<file path="src/rtl/instr_encoder.sv">
// Encodes RISC-V R/I/S/B/U/J instruction fields into a 32-bit word. The encoded
// words, each tagged with an illegal-field flag, are queued in a small FIFO.
module instr_encoder #(
    parameter int DEPTH = 4
) (
    input  logic                     clk,
    input  logic                     reset,
    input  logic                     clear,
    input  logic                     in_valid,
    output logic                     in_ready,
    input  logic [2:0]               fmt,
    input  logic [6:0]               opcode,
    input  logic [2:0]               funct3,
    input  logic [6:0]               funct7,
    input  logic [4:0]               rd,
    input  logic [4:0]               rs1,
    input  logic [4:0]               rs2,
    input  logic [31:0]              imm,
    output logic                     out_valid,
    input  logic                     out_ready,
    output logic [31:0]              out_instr,
    output logic                     out_err,
    output logic [$clog2(DEPTH):0]   level,
    output logic                     err_sticky
);
    localparam int PW = $clog2(DEPTH);
    localparam logic [PW:0] FULL = (PW+1)'(DEPTH);

    logic [PW-1:0] wr_ptr;
    logic [PW-1:0] rd_ptr;
    logic [PW:0]   cnt;
    logic          active;
    logic          sticky;
    logic [32:0]   mem [DEPTH];
    logic [32:0]   enc_p0;
    logic          push;
    logic          pop;

    // Returns {err, word}; illegal immediates are truncated into the word, not rejected.
    function automatic logic [32:0] encode(
        input logic [2:0]         f,
        input logic [6:0]         op,
        input logic [2:0]         f3,
        input logic [6:0]         f7,
        input logic [4:0]         d,
        input logic [4:0]         s1,
        input logic [4:0]         s2,
        input logic signed [31:0] im
    );
        logic [31:0] w;
        logic        e;
        w = '0;
        e = 1'b0;
        case (f)
            3'd0: w = {f7, s2, s1, f3, d, op};
            3'd1: begin
                w = {im[11:0], s1, f3, d, op};
                e = (im != {{20{im[11]}}, im[11:0]});
            end
            3'd2: begin
                w = {im[11:5], s2, s1, f3, im[4:0], op};
                e = (im != {{20{im[11]}}, im[11:0]});
            end
            3'd3: begin
                w = {im[12], im[10:5], s2, s1, f3, im[4:1], im[11], op};
                e = im[0] || (im != {{19{im[12]}}, im[12:0]});
            end
            3'd4: begin
                w = {im[31:12], d, op};
                e = (im[11:0] != 12'd0);
            end
            3'd5: begin
                w = {im[20], im[10:1], im[11], im[19:12], d, op};
                e = im[0] || (im != {{11{im[20]}}, im[20:0]});
            end
            default: begin
                w = '0;
                e = 1'b1;
            end
        endcase
        return {e, w};
    endfunction

    assign enc_p0   = encode(fmt, opcode, funct3, funct7, rd, rs1, rs2, imm);
    assign in_ready = active && (cnt < FULL) && !clear;
    assign push     = in_valid && in_ready;
    assign out_valid = (cnt != '0);
    assign pop      = out_valid && out_ready;

    // Stage p0 -> FIFO storage: word and err flag registered on accept
    always_ff @(posedge clk) begin
        if (push) begin
            mem[wr_ptr] <= enc_p0;
        end
    end

    always_ff @(posedge clk or negedge reset) begin
        if (!reset) begin
            active <= 1'b0;
            wr_ptr <= '0;
            rd_ptr <= '0;
            cnt    <= '0;
            sticky <= 1'b0;
        end else begin
            active <= 1'b1;
            if (clear) begin
                wr_ptr <= '0;
                rd_ptr <= '0;
                cnt    <= '0;
                sticky <= 1'b0;
            end else begin
                if (push) begin
                    wr_ptr <= wr_ptr + 1'b1;
                end
                if (pop) begin
                    rd_ptr <= rd_ptr + 1'b1;
                end
                case ({push, pop})
                    2'b10:   cnt <= cnt + 1'b1;
                    2'b01:   cnt <= cnt - 1'b1;
                    default: cnt <= cnt;
                endcase
                if (push && enc_p0[32]) begin
                    sticky <= 1'b1;
                end
            end
        end
    end

    // Head is masked to zero when empty so reset clears the outputs immediately
    assign out_instr  = out_valid ? mem[rd_ptr][31:0] : 32'd0;
    assign out_err    = out_valid ? mem[rd_ptr][32] : 1'b0;
    assign level      = cnt;
    assign err_sticky = sticky;

endmodule
</file>
<file path="config.mk">
export PLATFORM = sky130hd
export DESIGN_NAME = instr_encoder
export DESIGN_NICKNAME = d
export VERILOG_FILES = /design/src/rtl/instr_encoder.sv
export SDC_FILE = /design/constraint.sdc
export NUM_CORES = 1
export LEC_CHECK = 0
export BUFFER_PORTS_ARGS = -buffer_cell sky130_fd_sc_hd__buf_2
export CAP_MARGIN = 15
export CORE_MARGIN = 2
export CORE_UTILIZATION = 30
export DETAILED_ROUTE_END_ITERATION = 10
export GPL_TIMING_DRIVEN = 0
export HOLD_SLACK_MARGIN = 0.06
export SYNTH_ARGS = -nofsm -noshare
export SYNTH_HDL_FRONTEND = slang
export SYNTH_SLANG_ARGS = --single-unit
</file>
<file path="constraint.sdc">
create_clock -name clk -period 2.2 [get_ports clk]
set_clock_uncertainty 0.2 [all_clocks]
set_input_delay 0.11 -clock clk [delete_from_list [all_inputs] [get_ports clk]]
set_output_delay 0.11 -clock clk [all_outputs]
set_load 0.02 [all_outputs]
</file>
**After elaboration in Yosys (flattened, before gate mapping)**

Memory sizes are Yosys's and may differ from the RTL's.
Index checks and enable logic that the tools add are counted.

- Output and inout bits: 39
- Memory bits (writable): 132
- Register bits after elaboration: 9
- Memories kept: 1

- Reduce and logical (&&, ||, !) cells: 16
- Order comparisons: 1
- $add $sub $neg: 4
- Equal/unequal tests: 10
- Muxes and demuxes: 14

Memories:

| memory | words | bits a word | read ports | clocked after Yosys merged registers in | wr ports | RTL line | text |
|---|---|---|---|---|---|---|---|
| mem | 4 | 33 | 1 | 0 | 1 | 34 | `logic [32:0] mem [DEPTH];` |

Operators with widths:

| kind | count |
|---|---|
| $pmux 32 s6 | 1 |
| $mux 32 | 1 |
| $ne 20x20->1 | 1 |
| $ne 19x19->1 | 1 |
| $reduce_bool 12->1 | 1 |
| $ne 11x11->1 | 1 |
| $mux 2 | 4 |
| $eq 3x2->1 const B | 2 |
| $eq 3x3->1 const B | 2 |
| $pmux 3 s2 | 1 |
| $reduce_bool 2->1 | 3 |
| $reduce_bool 3->1 | 2 |
| $logic_and 1x1->1 | 5 |
| $mux 1 | 5 |
| $pmux 1 s5 | 1 |
| $add 2x1->2 const B | 2 |
| $add 3x1->3 const B | 1 |
| $eq 3x1->1 const B | 1 |
| $logic_not 3->1 | 1 |
| $lt 3x3->1 const B | 1 |
| $mux 3 | 1 |
| $sub 3x1->3 const B | 1 |
| $eq 2x1->1 const B | 1 |
| $eq 2x2->1 const B | 1 |
| other kinds (3) | 4 |

**Longest topological paths before layout**

Gate-level depths: netlist (run 1).

- Depth in word-level cells: 7
- Gate-level depth with buffers: 10
- Mapped depth without buffers: 9

**Least setup slack after synthesis (run 1)**

Ideal clock, no wire load.

- Kind: reg-to-reg
- From: register cnt[2] (netlist: level[2])
- To: memory mem[0][0], enable pin
- Path slack: -0.194 ns
- Period minus slack after synthesis: 2.394 ns
- Required time: 1.607 ns
- Data arrival time: 1.801 ns
- Stages on the path, launching flop included: 3
- Cell sequence: dfrtp_1 nor3b_4 and3_1

- Longest elaborated chain between the ends: 6

Ends and longest elaborated chain:

| element | RTL line | text |
|---|---|---|
| start, declared | 31 | `logic [PW:0] cnt;` |
| start signal, assigned | 119 | `2'b10: cnt <= cnt + 1'b1;` |
| start signal, assigned | 120 | `2'b01: cnt <= cnt - 1'b1;` |
| start signal, assigned | 121 | `default: cnt <= cnt;` |
| $lt 3x3->1 | 85 | `assign in_ready = active && (cnt < FULL) && !clear;` |
| $logic_and 1x1->1 (2 in a row) | 85 |  |
| named net in_ready | 10 | `output logic in_ready,` |
| $logic_and 1x1->1 | 86 | `assign push = in_valid && in_ready;` |
| $mux 1 | 92 | `if (push) begin` |
| $mux 1 (implied by the code) | 93 | `mem[wr_ptr] <= enc_p0;` |
| end, declared | 34 |  |

The timed path passes the listed nets, and every way through them passes these cells.

**Worst setup path in the final report (run 1)**

- From: register rd_ptr[0]
- To: output port out_instr[28]

- Longest elaborated chain between the ends: 2

Ends and longest elaborated chain:

| element | RTL line | text |
|---|---|---|
| start, declared | 30 | `logic [PW-1:0] rd_ptr;` |
| start signal, assigned | 116 | `rd_ptr <= rd_ptr + 1'b1;` |
| $mem_v2 4x33 | - |  |
| $mux 32 | 131 | `assign out_instr = out_valid ? mem[rd_ptr][31:0] : 32'd0;` |
| end, declared | 21 | `output logic [31:0] out_instr,` |

No other way between the ends.

==> impl_metrics.tcl, run 1 <==
set metrics [dict create \
    wl_per_cell_um 17.62 \
    die_area_mm2 0.02223 \
    core_area_mm2 0.02082 \
    ys_seq_area_frac 0.6634 \
    grt_first_pass_wirelength_um 24110 \
    cp-end-kind "primary output" \
    ys_types 42 \
    cts_sinks 141 \
    fin_crit_sh 1.026 \
    ant_nets 0 \
    violations "negative setup slack" \
    cp-endpoint "out_instr[28]" \
    holdWs_ns 0.08730 \
    cts_max_level 4 \
    p_per_area_mw_per_mm2 1103 \
    start_util 0.3033 \
    drtPass1Iterations 5 \
    fin_ws_ns -0.05729 \
    grt_pass1_vias 4354 \
    gr-total-overflow 0 \
    synthArstFlopShare 0.06383 \
    synth_ff_type "edfxtp_1" \
    layout.nets 673 \
    antennaDiodeCount 0 \
    postLayoutCoreUtil 0.4165 \
    final-seq-area_mm2 0.004193 \
    hold_viol 0 \
    cts_tree "built" \
    drt_iter0_drc 330 \
    yosysWarnings 0 \
    worstRegToRegCells 9 \
    syn_area_per_cell_um2 15.44 \
    io_pins 111 \
    cts.clk_slew.worst_paths_ns 0.05 \
    p_total_mw 9.567 \
    grt_max_degree 34 \
    drt-total-wl_um 15570 \
    tns_ns -0.3403 \
    synth_edf_count 132 \
    cts_buffer_depth 2 \
    grt.total_usage 0.1471 \
    via_count 4163 \
    max_cap_viol_count 0 \
    period_needed_ns 2.257 \
    dpl.hpwl_um 10470 \
    antenna_found_initial 0 \
    synthesis.area_mm2 0.006315 \
    viasPerCell 4.709 \
    clk_latency_ns 0.42 \
    cp.required_ns 1.89 \
    gp_congestion 0.8307 \
    io_buffers 108 \
    max_freq_mhz 443.0 \
    slew_headroom 0.4559 \
    n_fill_cell 1931 \
    cts_buffers 17 \
    final_layout_size_suffix_gt1_frac 0.4056 \
    syn_nets 486 \
    cp-start-kind "flop" \
    synth_cells 409 \
    syn2layout_area_growth_pct 37.35 \
    multi_input_area_mm2 0.002049 \
    ys_seq_elements 141 \
    crit_type "flop to primary output" \
    crit_fanout 6 \
    drc 0 \
    layout_common_cells "edfxtp_1 (132), buf_2 (90), dlygate4sd3_1 (49)" \
    worstReg2RegStart "level[1]" \
    critPathLaunch "rd_ptr[0]" \
    finalSetupViolCount 12 \
    die_x_um 149.1 \
    dieHeight_um 149.1 \
    min-delay-path-class "input pin to flop" \
    rsz0062_at_grt "true" \
    pre_cts_slack_ns -0.07099 \
    reg2reg_slack_ns 0.07 \
    status "complete, but fails checks" \
    ir_drop_mv 0.6112 \
    final_common_cell "edfxtp_1" \
    timing.rr.end "level[2]" \
    slew_violations 0 \
    worstMarginPinSlew_ns 0.8092 \
    rows 53 \
    arrival_ns 1.95 \
    root_buffer "clkbuf_16" \
    leakagePower_nw 3.188 \
]
kinds of logic after synthesis:
family | after synthesis | share of synthesized area
compound gates | 48 | 0.04379
xor+xnor | 5 | 0.006936
fa+ha+maj | 5 | 0.01110
buf+inv | 38 | 0.02635
flops | 141 | 0.6634
mux | 45 | 0.1375
other cells | 1 | 0.0005938
simple gates | 126 | 0.1104
per-layer routing:
| metal | global-route usage | routed length, um |
|---|---|---|
| met5 | 0 | 0 |
| met4 | 0.04381 | 199 |
| met3 | 0.03119 | 814 |
| met2 | 0.2456 | 7703 |
| met1 | 0.1938 | 6855 |
Yosys cell counts (all sizes together), types with 8 or more instances:
library cell | number | area, um2
buf | 14 | 76.32
and2 | 42 | 264.0
inv | 16 | 60.06
mux2i | 8 | 80.08
nand2 | 35 | 133.9
edfxtp | 132 | 3964
nor2 | 13 | 48.80
dfrtp | 9 | 225.2
nor4 | 8 | 62.56
a21oi | 8 | 40.04
mux4 | 33 | 743.2
clkbuf | 8 | 30.03
o21ai | 29 | 148.9
worst max-delay path, cell delays in order (launching register included):
cell and delay, ns:
dfrtp_1 0.35, buf_8 0.15, buf_12 0.13, buf_8 0.12, mux4_2 0.50, and2_4 0.15
buf_6 0.12
repair_timing:
action / in CTS / in global routing
setup endpoints to repair: 165 / 35
endpoints found under the hold margin: 141 / 0
pin swaps: 18 / 4
cloned: 1 / 0
hold buffers: 49 / 0
setup buffers: 9 / 2
resized for setup: 94 / 20
state kept, by name (all words and copies together), names as in the netlist:
name / cells
active: 1
err_sticky: 1
level: 3
wr_ptr: 2
rd_ptr: 2
mem: 132
how the worst min path moves through the flow:
| stage | to | start | cells past startpoint |
|---|---|---|---|
| finish | err_sticky | fmt[1] | 5 |
| global route | err_sticky | imm[0] | 3 |
| CTS | err_sticky | fmt[1] | 5 |
| detailed placement | active | reset | 1 |
| global placement | active | reset | 1 |
| floorplan | active | reset | 0 |
through the flow:
step                instance area (um2)  std cells
floorplan                          6329        409
global placement                   7213        792
finish                             8673        884
CTS                                8628        883
detailed placement                 7213        792
global route                       8673        884
layout make-up:
type	count	area share
plain buffers	22	0.02481
clock buffers	18	0.04948
clock inverters	14	0.01111
inverters	16	0.006924
multi-input cells	230	0.2363
flip-flops and latches	141	0.4834
well taps	275	0.03967
repair buffers	168	0.1483
power breakdown:
part | internal [mW] | total, mW | switching (mW)
registers | 3.07 | 3.13 | 0.0589
clock network | 1.43 | 2.52 | 1.09
logic | 2.08 | 3.91 | 1.83
Power figures use the tool's default switching activity.
==> inputs of run 2 (changes only) <==
ABC_AREA = 1   (was default)
PLACE_DENSITY = 0.5   (was default)
==> impl_metrics.tcl, run 2 <==
set metrics [dict create \
    slew_violations 0 \
    max_freq_mhz 466.8 \
    ir_drop_mv 0.5530 \
    ys_seq_area_frac 0.6404 \
    syn_nets 742 \
    top_register "mem" \
    cts_max_level 4 \
    yosysWarnings 0 \
    netlist.area_leader.share 0.6060 \
    cp-start-kind "flop" \
    antennaDiodeCount 0 \
    wl_per_cell_um 15.22 \
    synthTopCellsByCount "nor2_1 (172), edfxtp_1 (132), nand2_1 (93), o21ai_0 (82), inv_1 (41)" \
    timing.rr.end "level[2]" \
    cts.clk_slew.worst_paths_ns 0.06 \
    postLayoutCoreUtil 0.4095 \
    rows 54 \
    syn_area_per_cell_um2 9.837 \
    dpl.hpwl_um 12140 \
    cts_sinks 141 \
    synth_area_leaders "edfxtp_1 (61%), nor2_1 (9.9%), o21ai_0 (6.3%)" \
    synthMuxAreaShare 0 \
    via_count 5133 \
    fin_ws_ns 0.05787 \
    use_met2 0.2500 \
    layout.nets 927 \
    cp.required_ns 1.89 \
    layout_common_cells "nor2_1 (168), edfxtp_1 (132), buf_2 (105)" \
    gp_congestion 0.8315 \
    synthesis.area_mm2 0.006541 \
    max_cap_viol_count 0 \
    holdWs_ns 0.08376 \
    final_common_cell "nor2_1" \
    cts_buffer_depth 2 \
    ys_seq_elements 141 \
    drt_iter0_drc 311 \
    die_x_um 151.7 \
    grt_max_degree 28 \
    p_per_area_mw_per_mm2 1049 \
    gr-total-overflow 0 \
    core_area_mm2 0.02162 \
    top_usage_layer "met2" \
    viasPerCell 4.491 \
    cp-end-kind "primary output" \
    final_layout_size_suffix_gt1_frac 0.2422 \
    yosysTopAreaCell "edfxtp_1" \
    syn2layout_area_growth_pct 35.35 \
    grt_pass1_vias 4952 \
    met3_usage 0.03683 \
    drc 0 \
    synthArstFlopShare 0.06383 \
    largest_reg_flops 132 \
    drtPass1Iterations 5 \
    crit_type "flop to primary output" \
    period_needed_ns 2.142 \
    synth_ff_type "edfxtp_1" \
    min-delay-path-class "input pin to flop" \
    synth_cells 665 \
    synth.most_common_cell "nor2_1" \
    antenna_found_initial 0 \
    whs_endpoint "mem[3][11]" \
    fin_crit_sh 0.9737 \
    reg2reg_slack_ns 0.10 \
    whs_path_depth 3 \
    synth_fa_ha_area_frac 0.01071 \
    start_util 0.3025 \
    finalSetupViolCount 0 \
    n_fill_cell 2142 \
    yosys.area_share.simple 0.1915 \
    ant_nets 0 \
    rsz0062_at_grt "true" \
    slew_headroom 0.4402 \
    root_buffer "clkbuf_16" \
    cts_buffers 17 \
    leakagePower_nw 3.562 \
    grt.total_usage 0.1587 \
    worstReg2RegStart "level[1]" \
    pre_cts_slack_ns -0.2125 \
    hold_start "rd[4]" \
    status "finished clean" \
    synth_compound_area_frac 0.1069 \
    clk_latency_ns 0.41 \
    drt-total-wl_um 17400 \
    synth_top_family_by_area "simple AND/OR/NAND/NOR gates" \
    die_area_mm2 0.02300 \
    arrival_ns 1.83 \
    use_met1 0.2193 \
    cts_tree "built" \
    dieHeight_um 151.7 \
    grt_first_pass_wirelength_um 27030 \
    crit_fanout 10 \
    ys_types 37 \
    worstMarginPinSlew_ns 0.8310 \
    worstRegToRegCells 11 \
    io_pins 111 \
    synth_edf_count 132 \
    synth-xor-area-share 0.002678 \
    io_buffers 108 \
    hold_viol 0 \
]
## run 2: changes by cell type in the layout (fill, tap and decap cells not counted), moves of 20 or more
cell	previous run	this run
inv_1	16	40
buf_6	26	6
o21ai_0	27	82
mux4_2	33	0
nand2_1	33	91
a21oi_1	8	32
and2_4	24	0
nor2_1	13	168
## run 2: critical path: stages, from the launching register on
cell	delay, ns
dfrtp_2	0.46
inv_2	0.11
buf_2	0.24
o21ai_0	0.13
a21oi_1	0.26
buf_2	0.23
## run 2: worst max path at each step
stage	startpoint	endpoint	slack [ns]
3_5_place_dp	level[2]	level[2]	-0.21
4_1_cts	rd_ptr[1]	out_instr[20]	0.004
6_report	rd_ptr[0]	out_instr[31]	0.06
5_1_grt	rd_ptr[0]	out_instr[15]	-0.008
3_3_place_gp	level[2]	mem[3][17]	-0.87
2_1_floorplan	level[2]	mem[0][0]	-0.22
## run 2: metal layers
| metal | vias up | wire, um |
|---|---|---|
| met1 | 2339 | 8471 |
| met4 | 0 | 179 |
| met5 | - | 0 |
| met2 | 146 | 7911 |
| li1 | 2635 | - |
| met3 | 13 | 837 |
## run 2: cell type report
class | count | area, um2 | area share
buffer | 26 | 235.2 | 0.02657
inverter | 52 | 202.7 | 0.02289
clock inverter | 12 | 120.1 | 0.01357
tap | 280 | 350.3 | 0.03957
multi-input combinational | 445 | 2113 | 0.2387
sequential | 141 | 4194 | 0.4737
clock buffer | 20 | 436.7 | 0.04932
timing repair buffer | 167 | 1201 | 0.1357
## run 2: repair_timing
action                                 in CTS  in global routing
setup buffers                               2                  3
hold buffers                               50                  0
gates resized for setup                    48                 37
pin swaps                                   2                  6
setup endpoints to repair                  34                 25
endpoints found under the hold margin     152                  0
## run 2: power by group
group | leakage [nW] | internal [mW] | switching (mW)
Clock | 0.269 | 1.66 | 1.05
Sequential | 1.32 | 3.07 | 0.0835
Combinational | 1.97 | 1.24 | 2.18
Total | 3.56 | 5.97 | 3.31
## run 2: per-stage QoR
stage	total power, mW	instance area (um2)	std cells	setup TNS [ns]
2_1_floorplan	5.012	6561	665	-29.00
3_3_place_gp	6.168	7452	1053	-108.92
3_5_place_dp	6.194	7552	1057	-0.8675
4_1_cts	9.207	8737	1140	0
5_1_grt	9.769	8853	1143	-0.008251
6_report	9.285	8853	1143	0
## run 2: cells by family (layout without fill, tap and decap cells)
kind of cell / Yosys count / in the layout
other cells: 1 / 1
xor+xnor: 2 / 2
compound gates: 132 / 132
buf+inv: 79 / 277
fa+ha+maj: 5 / 5
simple gates: 305 / 305
flops: 141 / 141
